**config.mk**
```make
export PLATFORM = sky130hd
export DESIGN_NAME = arb2_rr
export DESIGN_NICKNAME = d
export VERILOG_FILES = /design/src/rtl/arb2_rr.sv
export SDC_FILE = /design/constraint.sdc
export NUM_CORES = 1
export LEC_CHECK = 0
export ABC_AREA = 0
export BUFFER_PORTS_ARGS = -buffer_cell sky130_fd_sc_hd__buf_2
export CORE_ASPECT_RATIO = 1.2
export CORE_MARGIN = 10
export CORE_UTILIZATION = 35
export CTS_CLUSTER_SIZE = 16
export DETAILED_ROUTE_END_ITERATION = 10
export GPL_TIMING_DRIVEN = 0
export PLACE_DENSITY = 0.72
export SETUP_SLACK_MARGIN = 0.3
export SYNTH_ARGS = -nofsm -noshare
export SYNTH_HDL_FRONTEND = slang
export SYNTH_SLANG_ARGS = --single-unit
```
**constraint.sdc**
```tcl
create_clock -name CLK -period 2.6 [get_ports CLK]
set_input_delay 0.13 -clock CLK [delete_from_list [all_inputs] [get_ports CLK]]
set_output_delay 0.13 -clock CLK [all_outputs]
set_load 0.05 [all_outputs]
```
**src/rtl/arb2_rr.sv**
```systemverilog
// arb2_rr: two-source round-robin arbiter with a single registered output slot.
//
// Ports:
//   CLK, RST            clock; synchronous active-high reset
//   A_VALID/A_DATA/A_READY   source A handshake and payload
//   B_VALID/B_DATA/B_READY   source B handshake and payload
//   OUT_VALID/OUT_DATA/OUT_READY  registered output handshake and payload
//   SEL                 registered source of OUT_DATA (0 = A, 1 = B)
//   CNT_A, CNT_B        saturating per-source grant counters
//
// The output slot accepts a new word while the held one drains, so with
// OUT_READY high the arbiter sustains one word per cycle. READY outputs depend
// only on VALIDs, OUT_READY, reset and registered state, never on payload.
module arb2_rr #(
  parameter int WIDTH     = 8,
  parameter int CNT_WIDTH = 8
) (
  input  logic                 CLK,
  input  logic                 RST,
  input  logic                 A_VALID,
  input  logic [WIDTH-1:0]     A_DATA,
  output logic                 A_READY,
  input  logic                 B_VALID,
  input  logic [WIDTH-1:0]     B_DATA,
  output logic                 B_READY,
  output logic                 OUT_VALID,
  output logic [WIDTH-1:0]     OUT_DATA,
  input  logic                 OUT_READY,
  output logic                 SEL,
  output logic [CNT_WIDTH-1:0] CNT_A,
  output logic [CNT_WIDTH-1:0] CNT_B
);

  typedef enum logic {EMPTY = 1'b0, FULL = 1'b1} state_e;

  state_e               state_q, state_d;
  logic                 last_q, last_d;
  logic                 sel_q, sel_d;
  logic [WIDTH-1:0]     out_data_q, out_data_d;
  logic [CNT_WIDTH-1:0] cnt_a_q, cnt_a_d;
  logic [CNT_WIDTH-1:0] cnt_b_q, cnt_b_d;

  logic slot_free;
  logic grant_a;
  logic grant_b;
  logic xfer_a;
  logic xfer_b;

  always_comb begin
    slot_free = (state_q == EMPTY) || OUT_READY;
    // On a tie the source that was not granted last wins; last_q = 1 means B.
    grant_a   = A_VALID && (!B_VALID || last_q);
    grant_b   = B_VALID && (!A_VALID || !last_q);
    xfer_a    = !RST && slot_free && grant_a;
    xfer_b    = !RST && slot_free && grant_b;
  end

  always_comb begin
    state_d    = state_q;
    last_d     = last_q;
    sel_d      = sel_q;
    out_data_d = out_data_q;
    cnt_a_d    = cnt_a_q;
    cnt_b_d    = cnt_b_q;

    if (xfer_a) begin
      state_d    = FULL;
      last_d     = 1'b0;
      sel_d      = 1'b0;
      out_data_d = A_DATA;
      if (cnt_a_q != '1) cnt_a_d = cnt_a_q + 1'b1;
    end else if (xfer_b) begin
      state_d    = FULL;
      last_d     = 1'b1;
      sel_d      = 1'b1;
      out_data_d = B_DATA;
      if (cnt_b_q != '1) cnt_b_d = cnt_b_q + 1'b1;
    end else if (state_q == FULL && OUT_READY) begin
      state_d = EMPTY;
    end
  end

  always_ff @(posedge CLK) begin
    if (RST) begin
      state_q    <= EMPTY;
      last_q     <= 1'b1;
      sel_q      <= 1'b0;
      out_data_q <= '0;
      cnt_a_q    <= '0;
      cnt_b_q    <= '0;
    end else begin
      state_q    <= state_d;
      last_q     <= last_d;
      sel_q      <= sel_d;
      out_data_q <= out_data_d;
      cnt_a_q    <= cnt_a_d;
      cnt_b_q    <= cnt_b_d;
    end
  end

  assign A_READY   = xfer_a;
  assign B_READY   = xfer_b;
  assign OUT_VALID = (state_q == FULL);
  assign OUT_DATA  = out_data_q;
  assign SEL       = sel_q;
  assign CNT_A     = cnt_a_q;
  assign CNT_B     = cnt_b_q;

endmodule

```
==> results of run 1 <==
registers in the layout, summed over array words and instances, names as in the netlist:
name,count
OUT_DATA,8
SEL,1
CNT_A,8
CNT_B,8
OUT_VALID,1
last_q,1
worst paths after layout:
kind / cells after the start / endpoint / slack [ps] / start
hold / removal: 3 / OUT_DATA[6] / 110 / B_DATA[6]
setup reg to reg: 5 / CNT_B[4] / 1040 / CNT_B[0]
setup / recovery: 5 / B_READY / 960 / OUT_VALID
hold reg to reg: 2 / OUT_DATA[0] / 480 / OUT_DATA[0]
cell type report:
type	count	area (µm²)	area share, %
buffer	7	50.0	3.13
sequential	27	541	33.8
multi-input combinational	110	657	41.1
clock inverter	1	5.00	0.313
inverter	5	18.8	1.17
tap	37	46.3	2.90
timing repair buffer	48	240	15.0
clock buffer	3	41.3	2.58
cell usage after synthesis:
library cell	instances	share of area [%]
nor3_1	2	0.79
inv_2	1	0.30
nand4_4	1	1.7
a211oi_1	3	1.8
nand3_1	7	2.8
o31ai_1	3	1.8
buf_6	3	2.7
a21oi_1	13	5.1
nor4_1	3	1.5
nand2_1	21	6.2
clkbuf_1	2	0.59
a311oi_1	9	6.2
nand4_2	1	0.99
nand2b_1	1	0.49
dfxtp_1	27	43
o41ai_1	4	2.8
or2_2	1	0.49
nor2_1	18	5.3
o311ai_0	5	3.5
inv_1	3	0.89
buf_2	1	0.39
nand2b_2	1	0.69
or3_1	2	0.99
nand3b_1	1	0.59
and4_1	2	1.4
and2_1	1	0.49
or4_1	1	0.59
clkinv_1	1	0.30
nand4b_1	1	0.69
nand4_1	2	0.99
ha_1	2	2.0
buf_1	1	0.30
o21ai_0	4	1.6
nor2b_1	1	0.49
power groups by stage:
| stage | clock network (µW) | logic (µW) | registers (µW) |
|---|---|---|---|
| after global placement | 0 | 161 | 450 |
| after global routing | 270 | 174 | 444 |
| after floorplan | 0 | 58.3 | 504 |
| final | 239 | 161 | 441 |
| after CTS | 248 | 163 | 441 |
| after detailed placement | 0 | 162 | 450 |
routing by layer:
layer / vias to the layer above / track usage (%)
li1: 662 / -
met1: 639 / 13.7
met2: 36 / 22.0
met3: 2 / 3.11
met4: 0 / 2.59
met5: - / 0
cells by family (layout without fill, tap and decap cells):
logic type,count (synthesis),count (layout),share of synthesized area [%]
AO/OA/AOI/OAI,41,41,22.7
AND/OR/NAND/NOR,67,67,27.2
adder cells (fa/ha/maj),2,2,1.98
flip-flops,27,27,42.7
buffers and inverters,12,64,5.43
critical path, cell delays in order, from the launching register on:
cell	delay (ps)
dfxtp_1	320
nand2b_2	120
nand4_2	150
inv_1	200
buf_6	180
buf_2	270
through the flow:
stage	cells	area, µm²	util (%)
2_1_floorplan	149	1270	-
3_3_place_gp	234	1550	45.3
3_5_place_dp	234	1550	45.3
4_1_cts	238	1600	46.7
5_1_grt	238	1600	46.7
6_report	238	1600	46.7
cells in the final DEF (no fill, tap or decap):
cell type / Yosys / routed
o41ai_1: 4 / 4
nand2_1: 21 / 21
a311oi_1: 9 / 9
and4_1: 2 / 2
inv_2: 1 / 1
or2_2: 1 / 1
ha_1: 2 / 2
nand3_1: 7 / 7
nand4_1: 2 / 2
clkinv_2: 0 / 1
inv_1: 3 / 3
clkbuf_8: 0 / 3
buf_6: 3 / 3
nand2b_2: 1 / 1
o31ai_1: 3 / 3
dfxtp_1: 27 / 27
a21oi_1: 13 / 13
and2_1: 1 / 1
clkinv_1: 1 / 1
nand4_4: 1 / 1
nor2_1: 18 / 18
o21ai_0: 4 / 4
nand2b_1: 1 / 1
nand4_2: 1 / 1
nand3b_1: 1 / 1
nor4_1: 3 / 3
nor2b_1: 1 / 1
buf_2: 1 / 49
nand4b_1: 1 / 1
nor3_1: 2 / 2
o311ai_0: 5 / 5
or3_1: 2 / 2
buf_1: 1 / 1
a211oi_1: 3 / 3
or4_1: 1 / 1
clkbuf_1: 2 / 2
==> flow_summary.ini, run 1 <==
[setup_path]
worstPathArrival_ps = 1510
critPathKind = reg -> out
crit_path_end_kind = output pin
cp.required_ps = 2470
startpoint_type = flip-flop
critical_path.max_fanout = 10

[sta]
min_period_ps = 1640
max_freq_ghz = 0.610
slew_viol_final = 0
setup_viol = 0
skew_ps = 9.18
final.period_utilization_pct = 63.0
hold_viol_final = 0
timing.hold.ws_ps = 108
fin_setup_tns_ps = 0
slew_headroom_pct = 65.6
fin_ws_ps = 961
rsz0062_at_grt = no
worst_slew_pin_slew_ps = 516

[run]
drv_cap = 0

[synth]
ys_types = 34
ys_seq_area_share_pct = 42.7
netlist_area_um2 = 1270
synth_cells = 149
ys_warn_count = 0
syn_nets = 172
ys_ff_latch = 27
avgSynthCellArea_um2 = 8.50

[routing]
wl_met2_um = 1980
met1_length_um = 1530
drc = 0
drtIter0Drc = 106
antenna_left = 0
viasPerCell = 5.63
top_layer = met4
met3_length_um = 280
wirelength_um = 3810
wire_per_inst_um = 16.0
vias = 1339
first_pass_iters = 4

[power_and_ir_drop]
intPower_uw = 584
switchingPower_uw = 257
power_uw = 841
p_sw_share_pct = 30.6
p_leak_uw = 0.000651
ir_drop_mv = 0.247
seq_power_share_pct = 52.4
powerDensity_nw_per_um2 = 526
power_frac_clock_pct = 28.4
p_comb_share_pct = 19.1

[placement]
gp_congestion = 0.774
place.detailed.hpwl_um = 2910
port_buffers = 48
place_ws_ps = 1070

[die]
die_area_um2 = 6430
initial_core_util_pct = 37.0
ios = 49
die_h_um = 85.9
die_w_um = 74.9
core_area_um2 = 3420
core.rowCount = 23

[clock_tree]
cts_buffer_depth = 2
cts_tree = yes
postCtsResizedCells = 0
postCtsSetupBuffers = 0
clk_transition_reported_paths_ps = 100
cts_max_level = 1
cts-root-buf = clkbuf_8
clk_latency_ps = 270
clock_sinks = 27
cts_inserted_buffers = 3
holdBufCountCts = 0

[global_routing]
grt_max_degree = 16
grt_remaining_overflow = 0
antenna_found_initial = 0
grt_pass1_wl_um = 6420
grt_pass1_vias = 1408
grt_usage_pct = 12.2

[finish]
diodes = 0
area_delta_synth_final_pct = 26.3
layout.nets = 225
drive_gt1_share_pct = 30.3
fillers = 359

[status]
status = complete, no violations

[hold_path]
hp-class = in -> reg
Power figures use the tool's default switching activity.
==> inputs of run 2 (changes only) <==
Settings changed: ABC_AREA 0 to 1.
Clock period 2.6 ns to 1.5 ns, I/O delays scaled along.
==> run 2 against run 1 <==
Against the previous run:
- design area grew 46%
- sequential cell count stayed put
- clock skew fell by 8.0 ps
- combinational power grew to 3.5 times the previous value
- first-iteration DRC count decreased by 21%
- critical path depth stayed put
- clock power rose by 82%
- area after synthesis up 17%
- setup slack got worse by 730 ps
==> flow_summary.ini, run 2 <==
[status]
status = complete, no violations

[routing]
met3_length_um = 360
wl_met2_um = 2070
drc = 0
antenna_left = 0
drtIter0Drc = 84
vias = 1601
wirelength_um = 4220
viasPerCell = 4.70
first_pass_iters = 4
top_layer = met4
met1_length_um = 1730
wire_per_inst_um = 12.4

[synth]
syn_nets = 240
async_flop_share_pct = 0
synth_enable_flop_cells = 0
synthTopCellsByArea = dfxtp_1 37%, nand2_1 13%, nand3_1 9.2%
ys_seq_area_share_pct = 36.6
synth_common_cells = 51 x nand2_1, 28 x inv_1, 27 x dfxtp_1, 27 x nand3_1, 26 x nor2_1
synth_top_area_share_pct = 36.6
avgSynthCellArea_um2 = 6.80
ys.flop_type = dfxtp_1
synth_cells = 217
synth.most_common_cell = nand2_1
ys_types = 24
yosysTopAreaCell = dfxtp_1
ys_warn_count = 0
netlist_area_um2 = 1480
ys_ff_latch = 27

[sta]
hold_viol_final = 0
min_period_ps = 1270
fin_ws_ps = 228
final.period_utilization_pct = 84.8
slew_viol_final = 0
worst_slew_pin_slew_ps = 623
max_freq_ghz = 0.786
rsz0062_at_grt = yes
skew_ps = 1.17
setup_viol = 0
fin_setup_tns_ps = 0
slew_headroom_pct = 58.5

[finish]
fillers = 377
drive_gt1_share_pct = 49.8
mostFrequentLayoutCell = buf_2
diodes = 0
final_cell_mix = 46 x buf_2, 42 x nand2_1, 27 x inv_1, 21 x nor2_1, 17 x nand3_1
layout.nets = 311
area_delta_synth_final_pct = 58.6
final_cell_area_um2 = 2340

[setup_path]
critPathMaxStageDelay_ps = 360
path_common_cell = buf_12
critical_path.max_fanout = 4
crit_path_end_kind = output pin
critPathTopFamily = flip-flops
path_cells = nand2_4, nand2_8, nor2_8, buf_12, buf_12
crit_buf_inv = 2
worstPathArrival_ps = 1200
startpoint_type = flip-flop
cp.required_ps = 1420
critPathKind = reg -> out
crit_slowest_cell = dfxtp_4

[placement]
place.detailed.hpwl_um = 2990
dpl_cell_area_um2 = 1910
gp_congestion = 0.815
place_ws_ps = 163
port_buffers = 48

[clock_tree]
cts_tree = yes
cts_max_level = 1
cts_inserted_buffers = 3
clock_sinks = 27
cts-root-buf = clkbuf_8
clk_latency_ps = 280
clk_transition_reported_paths_ps = 100
cts_buffer_depth = 2

[global_routing]
grt_remaining_overflow = 0
grt_usage_pct = 11.5
grt_max_degree = 15
antenna_found_initial = 0
grt_pass1_wl_um = 6970
grt_pass1_vias = 1573

[hold_path]
hp-class = in -> reg

[power_and_ir_drop]
ir_drop_mv = 0.449
p_leak_uw = 0.00116
powerDensity_nw_per_um2 = 763
power_uw = 1790

[die]
core_area_um2 = 4000
die_area_um2 = 7220
core.rowCount = 25
initial_core_util_pct = 36.8
die_w_um = 79.3
ios = 49
die_h_um = 91.1

[run]
drv_cap = 0
## run 2: changes by cell type after synthesis, sizes merged, moves of 4 or more
| cell | before | now |
|---|---|---|
| nand2 | 21 | 58 |
| inv | 4 | 35 |
| nand3 | 7 | 27 |
| nor2 | 18 | 29 |
| a311oi | 9 | 0 |
| a21oi | 13 | 19 |
| o311ai | 5 | 0 |
| o41ai | 4 | 0 |
## run 2: worst paths after layout
check,startpoint,end,slack [ps],cells past startpoint
worst max register to register,CNT_B[1],CNT_B[3],270,10
worst max-delay path,OUT_VALID,A_READY,230,5
worst min register to register,OUT_DATA[3],OUT_DATA[3],470,2
worst min-delay path,OUT_READY,OUT_VALID,100,4
## run 2: report_power, final
part	total (µW)	switching, µW	leakage (µW)	internal [µW]
Clock	436	244	0.0000228	191
Combinational	559	357	0.000908	203
Sequential	790	36.3	0.000229	754
## run 2: routing by layer
layer / track usage [%] / vias up
met5: 0 / -
met4: 4.49 / 0
met3: 4.34 / 5
met2: 19.7 / 52
met1: 12.4 / 717
li1: - / 827
## run 2: area by class of cell
| cell class | count | area, µm² | share of cell area [%] |
|---|---|---|---|
| Tap cell | 54 | 67.6 | 2.89 |
| Multi-Input combinational cell | 152 | 1030 | 44.0 |
| Inverter | 35 | 141 | 6.04 |
| Sequential cell | 27 | 576 | 24.6 |
| Buffer | 4 | 47.5 | 2.03 |
| Timing Repair Buffer | 65 | 434 | 18.6 |
| Clock buffer | 4 | 45.0 | 1.93 |
## run 2: tightest hold or removal path, cell delays in order
cell     delay, ps
buf_2           70
inv_1           50
nand2_4         80
a21oi_1         70
## run 2: per-stage QoR
stage,utilization [%],instances,hold WS (ps)
6_report,58.4,341,100
5_1_grt,58.4,341,107
4_1_cts,55.1,339,117
3_5_place_dp,47.7,319,273
3_3_place_gp,47.7,319,268
2_1_floorplan,-,217,134
## run 2: logic make-up after synthesis
family | count (synthesis) | share of synthesized area, %
AO/OA/AOI/OAI | 24 | 10.1
flip-flops | 27 | 36.6
AND/OR/NAND/NOR | 120 | 37.7
buffers and inverters | 39 | 10.9
XOR/XNOR | 5 | 2.97
adder cells (fa/ha/maj) | 2 | 1.70
## run 2: what timing repair did
| action | 4_1_cts | 5_1_grt |
|---|---|---|
| gates resized for setup | 31 | 28 |
| buffers inserted | 15 | 1 |
| gates cloned | 0 | 1 |
| hold endpoints to repair | 1 | 0 |
| hold buffers | 1 | 0 |
| pin swaps | 27 | 19 |
| endpoints found under the setup margin | 22 | 29 |
